[src/rtl/scan_seq_74138_if.sv]
// Control and decoder-side signals of the 74138 scan sequencer, grouped so the
// controlling logic and the sequencer share one bundle.
interface scan_seq_74138_if #(
  parameter int DWELL_W = 8
);
  // Handshake: start_i is a request taken only while idle (no ready; it is
  // simply ignored when busy_o=1), stop_i aborts from any state on the next
  // edge and beats start_i, done_o is a one-cycle completion pulse.
  logic               start_i;
  logic               stop_i;
  logic               mode_i;
  logic [7:0]         mask_i;
  logic [DWELL_W-1:0] dwell_i;

  logic               select_a_o;
  logic               select_b_o;
  logic               select_c_o;
  logic               g1_en_o;
  logic               g2a_en_n_o;
  logic               g2b_en_n_o;
  logic [2:0]         chan_o;
  logic               busy_o;
  logic               done_o;
  logic [1:0]         state_o;

  modport master (
    output start_i, stop_i, mode_i, mask_i, dwell_i,
    input  select_a_o, select_b_o, select_c_o,
    input  g1_en_o, g2a_en_n_o, g2b_en_n_o,
    input  chan_o, busy_o, done_o, state_o
  );

  modport slave (
    input  start_i, stop_i, mode_i, mask_i, dwell_i,
    output select_a_o, select_b_o, select_c_o,
    output g1_en_o, g2a_en_n_o, g2b_en_n_o,
    output chan_o, busy_o, done_o, state_o
  );
endinterface

[src/rtl/scan_seq_74138.sv]
// Channel scan sequencer driving the select and enable pins of a 74138 decoder:
// walks the masked channels with a blanking gap and a programmable dwell.
module scan_seq_74138 #(
  parameter int DWELL_W      = 8,
  parameter int BLANK_CYCLES = 1
) (
  input  logic             clk_i,
  input  logic             rst_n_i,
  scan_seq_74138_if.slave  bus
);

  typedef enum logic [1:0] {
    ST_IDLE  = 2'd0,
    ST_BLANK = 2'd1,
    ST_DRIVE = 2'd2
  } state_e;

  localparam logic [3:0] BLANK_LAST = 4'((BLANK_CYCLES == 0) ? 0 : BLANK_CYCLES - 1);

  state_e             state_q, state_d;
  logic [2:0]         chan_q, chan_d;
  logic [7:0]         mask_q, mask_d;
  logic [DWELL_W-1:0] dwell_q, dwell_d;
  logic [DWELL_W-1:0] cnt_q, cnt_d;
  logic [3:0]         blank_q, blank_d;
  logic               en_q, en_d;
  logic               busy_q, busy_d;
  logic               done_q, done_d;

  logic               done_evt;
  logic               load_chan;
  logic [2:0]         load_idx;
  logic [DWELL_W-1:0] load_dwell;
  logic [8:0]         upto_chan;
  logic [7:0]         above_mask;

  function automatic logic [2:0] lowest_bit(input logic [7:0] m);
    lowest_bit = 3'd0;
    for (int i = 7; i >= 0; i--) begin
      if (m[i]) lowest_bit = 3'(i);
    end
  endfunction

  // Channels strictly above the current one that are still enabled this pass.
  always_comb begin
    upto_chan  = (9'd2 << chan_q) - 9'd1;
    above_mask = mask_q & ~upto_chan[7:0];
  end

  always_ff @(posedge clk_i or negedge rst_n_i) begin
    if (!rst_n_i) begin
      state_q <= ST_IDLE;
      chan_q  <= 3'd0;
      mask_q  <= 8'd0;
      dwell_q <= '0;
      cnt_q   <= '0;
      blank_q <= 4'd0;
      en_q    <= 1'b0;
      busy_q  <= 1'b0;
      done_q  <= 1'b0;
    end else begin
      state_q <= state_d;
      chan_q  <= chan_d;
      mask_q  <= mask_d;
      dwell_q <= dwell_d;
      cnt_q   <= cnt_d;
      blank_q <= blank_d;
      en_q    <= en_d;
      busy_q  <= busy_d;
      done_q  <= done_d;
    end
  end

  always_comb begin
    state_d    = state_q;
    chan_d     = chan_q;
    mask_d     = mask_q;
    dwell_d    = dwell_q;
    cnt_d      = cnt_q;
    blank_d    = blank_q;
    done_evt   = 1'b0;
    load_chan  = 1'b0;
    load_idx   = chan_q;
    load_dwell = dwell_q;

    unique case (state_q)
      ST_IDLE: begin
        if (bus.start_i) begin
          if (bus.mask_i != 8'd0) begin
            mask_d     = bus.mask_i;
            dwell_d    = bus.dwell_i;
            load_chan  = 1'b1;
            load_idx   = lowest_bit(bus.mask_i);
            load_dwell = bus.dwell_i;
          end else begin
            done_evt = 1'b1;
          end
        end
      end
      ST_BLANK: begin
        if (blank_q == 4'd0) begin
          state_d = ST_DRIVE;
          cnt_d   = dwell_q;
        end else begin
          blank_d = blank_q - 4'd1;
        end
      end
      ST_DRIVE: begin
        if (cnt_q != '0) begin
          cnt_d = cnt_q - 1'b1;
        end else if (above_mask != 8'd0) begin
          load_chan  = 1'b1;
          load_idx   = lowest_bit(above_mask);
          load_dwell = dwell_q;
        end else if (!bus.mode_i) begin
          state_d  = ST_IDLE;
          done_evt = 1'b1;
        end else begin
          // Wrap: the next pass picks up whatever mask/dwell are presented now.
          mask_d  = bus.mask_i;
          dwell_d = bus.dwell_i;
          if (bus.mask_i == 8'd0) begin
            state_d = ST_IDLE;
          end else begin
            load_chan  = 1'b1;
            load_idx   = lowest_bit(bus.mask_i);
            load_dwell = bus.dwell_i;
          end
        end
      end
      default: state_d = ST_IDLE;
    endcase

    if (load_chan) begin
      chan_d = load_idx;
      if (BLANK_CYCLES == 0) begin
        state_d = ST_DRIVE;
        cnt_d   = load_dwell;
      end else begin
        state_d = ST_BLANK;
        blank_d = BLANK_LAST;
      end
    end

    // Abort overrides everything, including a same-cycle start; selects hold.
    if (bus.stop_i) begin
      state_d  = ST_IDLE;
      chan_d   = chan_q;
      done_evt = 1'b0;
    end
  end

  always_comb begin
    en_d   = (state_d == ST_DRIVE);
    busy_d = (state_d != ST_IDLE);
    done_d = done_evt;
  end

  assign bus.select_a_o = chan_q[0];
  assign bus.select_b_o = chan_q[1];
  assign bus.select_c_o = chan_q[2];
  assign bus.g1_en_o    = en_q;
  assign bus.g2a_en_n_o = ~en_q;
  assign bus.g2b_en_n_o = ~en_q;
  assign bus.chan_o     = chan_q;
  assign bus.busy_o     = busy_q;
  assign bus.done_o     = done_q;
  assign bus.state_o    = state_q;

endmodule
[src/flat_wrapper.sv]
// flat-port wrapper written by rule: the top's interface ports become plain ports
module scan_seq_74138_flat 
#(
  parameter int DWELL_W      = 8,
  parameter int BLANK_CYCLES = 1
)
  (clk_i, rst_n_i, bus_start_i, bus_stop_i, bus_mode_i, bus_mask_i, bus_dwell_i, bus_select_a_o, bus_select_b_o, bus_select_c_o, bus_g1_en_o, bus_g2a_en_n_o, bus_g2b_en_n_o, bus_chan_o, bus_busy_o, bus_done_o, bus_state_o);
  scan_seq_74138_if #(.DWELL_W(DWELL_W)) bus_i ();
  input  logic clk_i;
  input  logic rst_n_i;
  input wire logic [$bits(bus_i.start_i)-1:0] bus_start_i;
  input wire logic [$bits(bus_i.stop_i)-1:0] bus_stop_i;
  input wire logic [$bits(bus_i.mode_i)-1:0] bus_mode_i;
  input wire logic [$bits(bus_i.mask_i)-1:0] bus_mask_i;
  input wire logic [$bits(bus_i.dwell_i)-1:0] bus_dwell_i;
  output wire logic [$bits(bus_i.select_a_o)-1:0] bus_select_a_o;
  output wire logic [$bits(bus_i.select_b_o)-1:0] bus_select_b_o;
  output wire logic [$bits(bus_i.select_c_o)-1:0] bus_select_c_o;
  output wire logic [$bits(bus_i.g1_en_o)-1:0] bus_g1_en_o;
  output wire logic [$bits(bus_i.g2a_en_n_o)-1:0] bus_g2a_en_n_o;
  output wire logic [$bits(bus_i.g2b_en_n_o)-1:0] bus_g2b_en_n_o;
  output wire logic [$bits(bus_i.chan_o)-1:0] bus_chan_o;
  output wire logic [$bits(bus_i.busy_o)-1:0] bus_busy_o;
  output wire logic [$bits(bus_i.done_o)-1:0] bus_done_o;
  output wire logic [$bits(bus_i.state_o)-1:0] bus_state_o;
  assign bus_i.start_i = bus_start_i;
  assign bus_i.stop_i = bus_stop_i;
  assign bus_i.mode_i = bus_mode_i;
  assign bus_i.mask_i = bus_mask_i;
  assign bus_i.dwell_i = bus_dwell_i;
  assign bus_select_a_o = bus_i.select_a_o;
  assign bus_select_b_o = bus_i.select_b_o;
  assign bus_select_c_o = bus_i.select_c_o;
  assign bus_g1_en_o = bus_i.g1_en_o;
  assign bus_g2a_en_n_o = bus_i.g2a_en_n_o;
  assign bus_g2b_en_n_o = bus_i.g2b_en_n_o;
  assign bus_chan_o = bus_i.chan_o;
  assign bus_busy_o = bus_i.busy_o;
  assign bus_done_o = bus_i.done_o;
  assign bus_state_o = bus_i.state_o;
  scan_seq_74138 #(.DWELL_W(DWELL_W), .BLANK_CYCLES(BLANK_CYCLES)) u_core (.clk_i(clk_i), .rst_n_i(rst_n_i), .bus(bus_i));
endmodule
[config.mk]
export PLATFORM = sky130hd
export DESIGN_NAME = scan_seq_74138_flat
export DESIGN_NICKNAME = d
export VERILOG_FILES = /design/src/rtl/scan_seq_74138_if.sv /design/src/rtl/scan_seq_74138.sv /design/src/flat_wrapper.sv
export SDC_FILE = /design/constraint.sdc
export NUM_CORES = 1
export LEC_CHECK = 0
export ABC_CLOCK_PERIOD_IN_PS = 2200
export CAP_MARGIN = 20
export CORE_MARGIN = 2
export CORE_UTILIZATION = 25
export CTS_CLUSTER_SIZE = 28
export DETAILED_ROUTE_END_ITERATION = 16
export SYNTH_ARGS = -nofsm -noshare
export SYNTH_HDL_FRONTEND = slang
export SYNTH_SLANG_ARGS = --single-unit
[constraint.sdc]
create_clock -name clk_i -period 2.2 [get_ports clk_i]
set_input_delay 0.44 -clock clk_i [delete_from_list [all_inputs] [get_ports clk_i]]
set_output_delay 0.44 -clock clk_i [all_outputs]
set_load 0.01 [all_outputs]
After elaboration in Yosys (flattened, before gate mapping)
Cells that the tools add are included.
Storage, ports and cells
  bits in registers: 36
  word-level logic and storage cells: 107
Cells by class
  $add $sub $neg: 3
  equal/unequal tests: 13
  shift-type cells: 1
  muxes and demuxes: 63
  bitwise operators: 4
  reductions and logical operators: 14
Operator list (count)
  8-bit two-way mux: 12
  3-bit two-way mux: 22
  8-bit one-hot mux with 2 select lines: 3
  8-bit nonzero test: 3
  8-bit by 1-bit subtractor with 8-bit output (second input constant): 2
  2-bit two-way mux: 7
  1-bit two-way mux: 12
  4-bit two-way mux: 3
  8-bit AND: 1
  8-bit zero test: 1
  2-bit by 1-bit != test with 1-bit output (second input constant): 4
  2-bit != test (second input constant): 4
  8-bit inverter: 1
  8-bit AND reduction: 1
  2-bit nonzero test: 4
  2-bit by 3-bit << shifter with 8-bit output (first input constant): 1
  3-bit by 2-bit != test with 1-bit output (second input constant): 2
  2-bit one-hot mux with 3 select lines: 1
  3-bit one-hot mux with 2 select lines: 1
  6-bit AND reduction: 1
  2-bit equality test (second input constant): 2
  4-bit zero test: 1
  1-bit one-hot mux with 2 select lines: 2
  4-bit by 1-bit subtractor with 4-bit output (second input constant): 1
  other kinds (5): 6

Depth between registers and ports, before layout
  depth in word-level cells: 15
  mapped depth: 9
  gate-level depth less buffers: 8

Least setup slack after synthesis
Ideal clock, no wire load.
  path type: reg2reg
  from: reg u_core.cnt_q[0]
  to: reg u_core.dwell_q[5]
  library setup time: 0.125 ns
  data arrival time: 2.125 ns
  setup slack: -0.049 ns
  cell stages (with the launch flop): 10
  buffers on the path: 1
  clock period less this slack: 2.249 ns
  path through: dfrtp_1 -> inv_1 -> ha_1 -> or4b_4 -> nor4_4 -> nand2_1 -> nor3_2 -> o2bb2ai_2 -> buf_6 -> mux2_2
On the way
  word-level cells in the longest chain between the ends: 3
Ends and longest elaborated chain
  start, declared: RTL line scan_seq_74138.sv:24  | logic [DWELL_W-1:0] cnt_q, cnt_d;
  start signal, assigned: RTL line scan_seq_74138.sv:66  | cnt_q <= cnt_d;
  8-bit nonzero test: RTL line scan_seq_74138.sv:109  | if (cnt_q != '0) begin
  2-bit != test (no line)
  6-bit AND reduction (no line)
  end signal, assigned: RTL line scan_seq_74138.sv:65  | dwell_q <= dwell_d;
  end, declared: RTL line scan_seq_74138.sv:23  | logic [DWELL_W-1:0] dwell_q, dwell_d;
No other way between the ends.
A chain may end at the register's enable or synchronous reset.

Worst setup path after layout
  from: reg u_core.cnt_q[0]
  to: reg u_core.dwell_q[0]
Same word-level chain as after synthesis.

==> flow_summary.json <==
{
  "status": "complete, but fails checks",
  "violations": "negative setup slack",
  "placed_cell_area_um2": 2824,
  "start_util_pct": 25.90,
  "via_count": 2011,
  "worst_path_dominant_cell_family": "simple AND/OR/NAND/NOR gates",
  "clock_sinks": 35,
  "regArea_um2": 875.8,
  "htree_levels": 2,
  "clock-root-buffer": "clkbuf_8",
  "fin_crit_ns": 2.313,
  "worstSetupEndpointType": "register",
  "synthArstFlopShare_pct": 100.0,
  "die_area_um2": 9267,
  "p_total_mw": 4.055,
  "num-nets-final": 329,
  "grt_max_degree": 36,
  "overflow": 0,
  "setup_slack_ns": -0.1131,
  "reg2reg_depth": 9,
  "rsz0062_at_grt": "yes",
  "die_w_um": 96.27,
  "routabilityCongestion": 0.8580,
  "multi_input_area_um2": 1279,
  "fin_setup_tns_ns": -2.147,
  "finalHoldViolCount": 0,
  "leakage_nw": 1.296,
  "worstSkewPairLatency_ns": 0.30,
  "maxCapViolCount": 0,
  "cp_max_fo": 7,
  "grt_usage_pct": 12.38,
  "ir_drop_uv": 442.5,
  "antenna_left": 0,
  "avgSynthCellArea_um2": 9.335,
  "critPathKind": "register to register",
  "grt_pass1_vias": 1940,
  "drv_slew": 0,
  "die_y_um": 96.27,
  "coreArea_um2": 8217,
  "worstMarginPinSlew_ns": 0.4603,
  "hold_start": "u_core.dwell_q[6]$_DFFE_PN0P_",
  "cp_data_arrival_time_ns": 2.50,
  "clock_path_buffers": 2,
  "rrSetupSlack_ns": -0.11,
  "synthCells": 228,
  "synth_edf_count": 0,
  "rows": 33,
  "areaGrowthSynthToFinish_pct": 48.03,
  "grt_pass1_wl_mm": 8.873,
  "finalCritPeriodShare_pct": 105.1,
  "drive_gt1_share_pct": 31.79,
  "ios": 34,
  "synthFlopType": "dfrtp_1",
  "yosys_warnings": 0,
  "hold_end": "u_core.dwell_q[6]$_DFFE_PN0P_",
  "required_ns": 2.39,
  "cp.buffers_inverters": 2,
  "clock_skew_ns": 0.01275,
  "cp_num_cells": 9,
  "cpMaxStageDelayCell": "or4b_4",
  "firstDrtPassIters": 4,
  "cts_buffers": 5,
  "timing.rr.start": "u_core.cnt_q[0]$_DFFE_PN0P_",
  "min_path_cells": 1,
  "avgRoutedWirePerCell_um": 13.47,
  "whs_ns": 0.5112,
  "clkSlewWorstSetupHoldPaths_ns": 0.08,
  "max_freq_mhz": 432.3,
  "n_antenna_cell": 0,
  "antenna_found_initial": 0,
  "postRouteWirelength_mm": 5.482,
  "port_buffers": 33,
  "synth_fp_nets": 256,
  "path_cells": "inv_2 > ha_4 > or4b_4 > nor4_4 > nand2_1 > nor3_2 > o2bb2ai_4 > clkbuf_16 > mux2_2",
  "critPathLaunchType": "register",
  "drt-initial-drc-count": 39,
  "nFillCells": 821,
  "synthDistinctLibCells": 43,
  "synth-seq-area-share_pct": 41.15,
  "ys_ff_latch": 35,
  "cts_tree": "done",
  "post-route-drc-count": 0,
  "relSlewSlack_pct": 68.99,
  "slowest_delay_ns": 0.48,
  "place_hpwl_mm": 3.640,
  "dp_slack_ns": -0.2582,
  "r2r_end": "u_core.dwell_q[0]$_DFFE_PN0P_",
  "p_per_area_nw_per_um2": 1287,
  "setup_violations": 26,
  "worstHoldPathType": "register to register",
  "vias_per_cell": 4.941,
  "stdcell_area_um2": 3151,
  "mappedNetlistArea_um2": 2128
}
==> kinds of logic (layout without fill, tap and decap cells) <==
| logic type | after synthesis | count (layout) | synth area share, % |
|---|---|---|---|
| AOI/OAI and AO/OA | 63 | 63 | 18.99 |
| adders and majority gates | 7 | 7 | 4.115 |
| buffers and inverters | 21 | 95 | 4.762 |
| DFF | 35 | 35 | 41.15 |
| muxes | 22 | 22 | 11.35 |
| and+or+nand+nor | 80 | 80 | 19.64 |
==> layer usage <==
| layer | wire length (um) | GRT usage, % |
|---|---|---|
| met4 | 90 | 4.762 |
| met2 | 2538 | 19.50 |
| met3 | 291 | 3.446 |
| met1 | 2561 | 16.04 |
| met5 | 0 | 0 |
==> state kept, by name, indices dropped and copies added, names as in the netlist <==
register	cells
u_core.mask_q	7
u_core.blank_q	4
u_core.cnt_q	8
u_core.bus.chan_o	3
u_core.bus.state_o	2
u_core.dwell_q	8
u_core.bus.g1_en_o	1
u_core.bus.done_o	1
u_core.bus.busy_o	1
==> per-stage QoR <==
step	std cells	utilization, %
floorplan	228	-
global placement	394	34.37
detailed placement	394	34.37
CTS	405	36.70
global route	407	38.34
finish	407	38.34
==> how the worst max path moves through the flow <==
stage / start / end
6_report: u_core.cnt_q[0]$_DFFE_PN0P_ / u_core.dwell_q[0]$_DFFE_PN0P_
5_1_grt: u_core.cnt_q[0]$_DFFE_PN0P_ / u_core.blank_q[1]$_DFFE_PN0P_
4_1_cts: u_core.cnt_q[0]$_DFFE_PN0P_ / u_core.mask_q[6]$_DFFE_PN0P_
3_5_place_dp: bus_mask_i[1] / u_core.blank_q[0]$_DFFE_PN0P_
3_3_place_gp: bus_mask_i[1] / u_core.bus.state_o[1]$_DFF_PN0_
2_1_floorplan: u_core.cnt_q[0]$_DFFE_PN0P_ / u_core.dwell_q[5]$_DFFE_PN0P_
==> synth_stat cells (all sizes together) (2+ instances only) <==
cell    number  share of area [%]
o22ai        9                2.6
nand2       21                3.7
or2          2               0.59
nand2b       4                1.2
nor3b        3                1.1
nor3         7                1.9
inv         12                2.1
dfrtp       35                 41
and2         3               0.94
mux2        17                9.0
a21oi       21                4.9
o31ai        3                1.3
a32oi        3                1.2
nor2        20                3.5
nor4b        2               0.82
ha           7                4.1
buf          5                1.9
clkbuf       4               0.71
a211oi       2               0.71
nand3        8                1.9
o21ai       12                2.8
nor2b        4                1.2
a22oi        2               0.71
nor4         2                1.3
a31oi        3               0.88
mux2i        5                2.4
==> layout by cell type, fill, tap and decap left out, types with 6 or more instances in the layout <==
master | synthesis | routed
clkdlybuf4s50_1 | 0 | 33
nand3_1 | 8 | 6
buf_6 | 1 | 7
nand2_1 | 21 | 19
dfrtp_1 | 35 | 35
nor2_1 | 20 | 19
clkbuf_8 | 0 | 6
a21oi_1 | 21 | 18
ha_1 | 7 | 6
o22ai_1 | 9 | 9
buf_4 | 4 | 33
inv_1 | 12 | 10
mux2_2 | 17 | 17
==> report_power, final <==
| part | total [mW] | internal, mW | switching, mW | leakage [nW] |
|---|---|---|---|---|
| registers | 1.24 | 0.929 | 0.311 | 0.426 |
| logic | 2.20 | 1.19 | 1.01 | 0.809 |
| clock network | 0.618 | 0.367 | 0.251 | 0.0612 |
==> worst reg2reg max path, stage by stage (launching register included) <==
cell	delay [ns]
dfrtp_1	0.39
inv_2	0.08
ha_4	0.13
or4b_4	0.48
nor4_4	0.26
nand2_1	0.10
nor3_2	0.18
o2bb2ai_4	0.12
clkbuf_16	0.18
mux2_2	0.27
==> area by class of cell <==
type / count / area share (%)
Inverter: 12 / 1.430
Tap cell: 105 / 4.170
Clock inverter: 2 / 1.112
Multi-Input combinational cell: 172 / 40.59
Clock buffer: 6 / 2.621
Timing Repair Buffer: 75 / 22.28
Sequential cell: 35 / 27.80
==> repair_timing <==
item,in CTS,in global routing
gates cloned,1,0
resized for setup,7,35
hold buffers,0,0
endpoints found under the hold margin,0,0
buffers inserted,2,2
pin swaps,4,17
setup endpoints to repair,17,33
(Power assumes the default switching activity.)
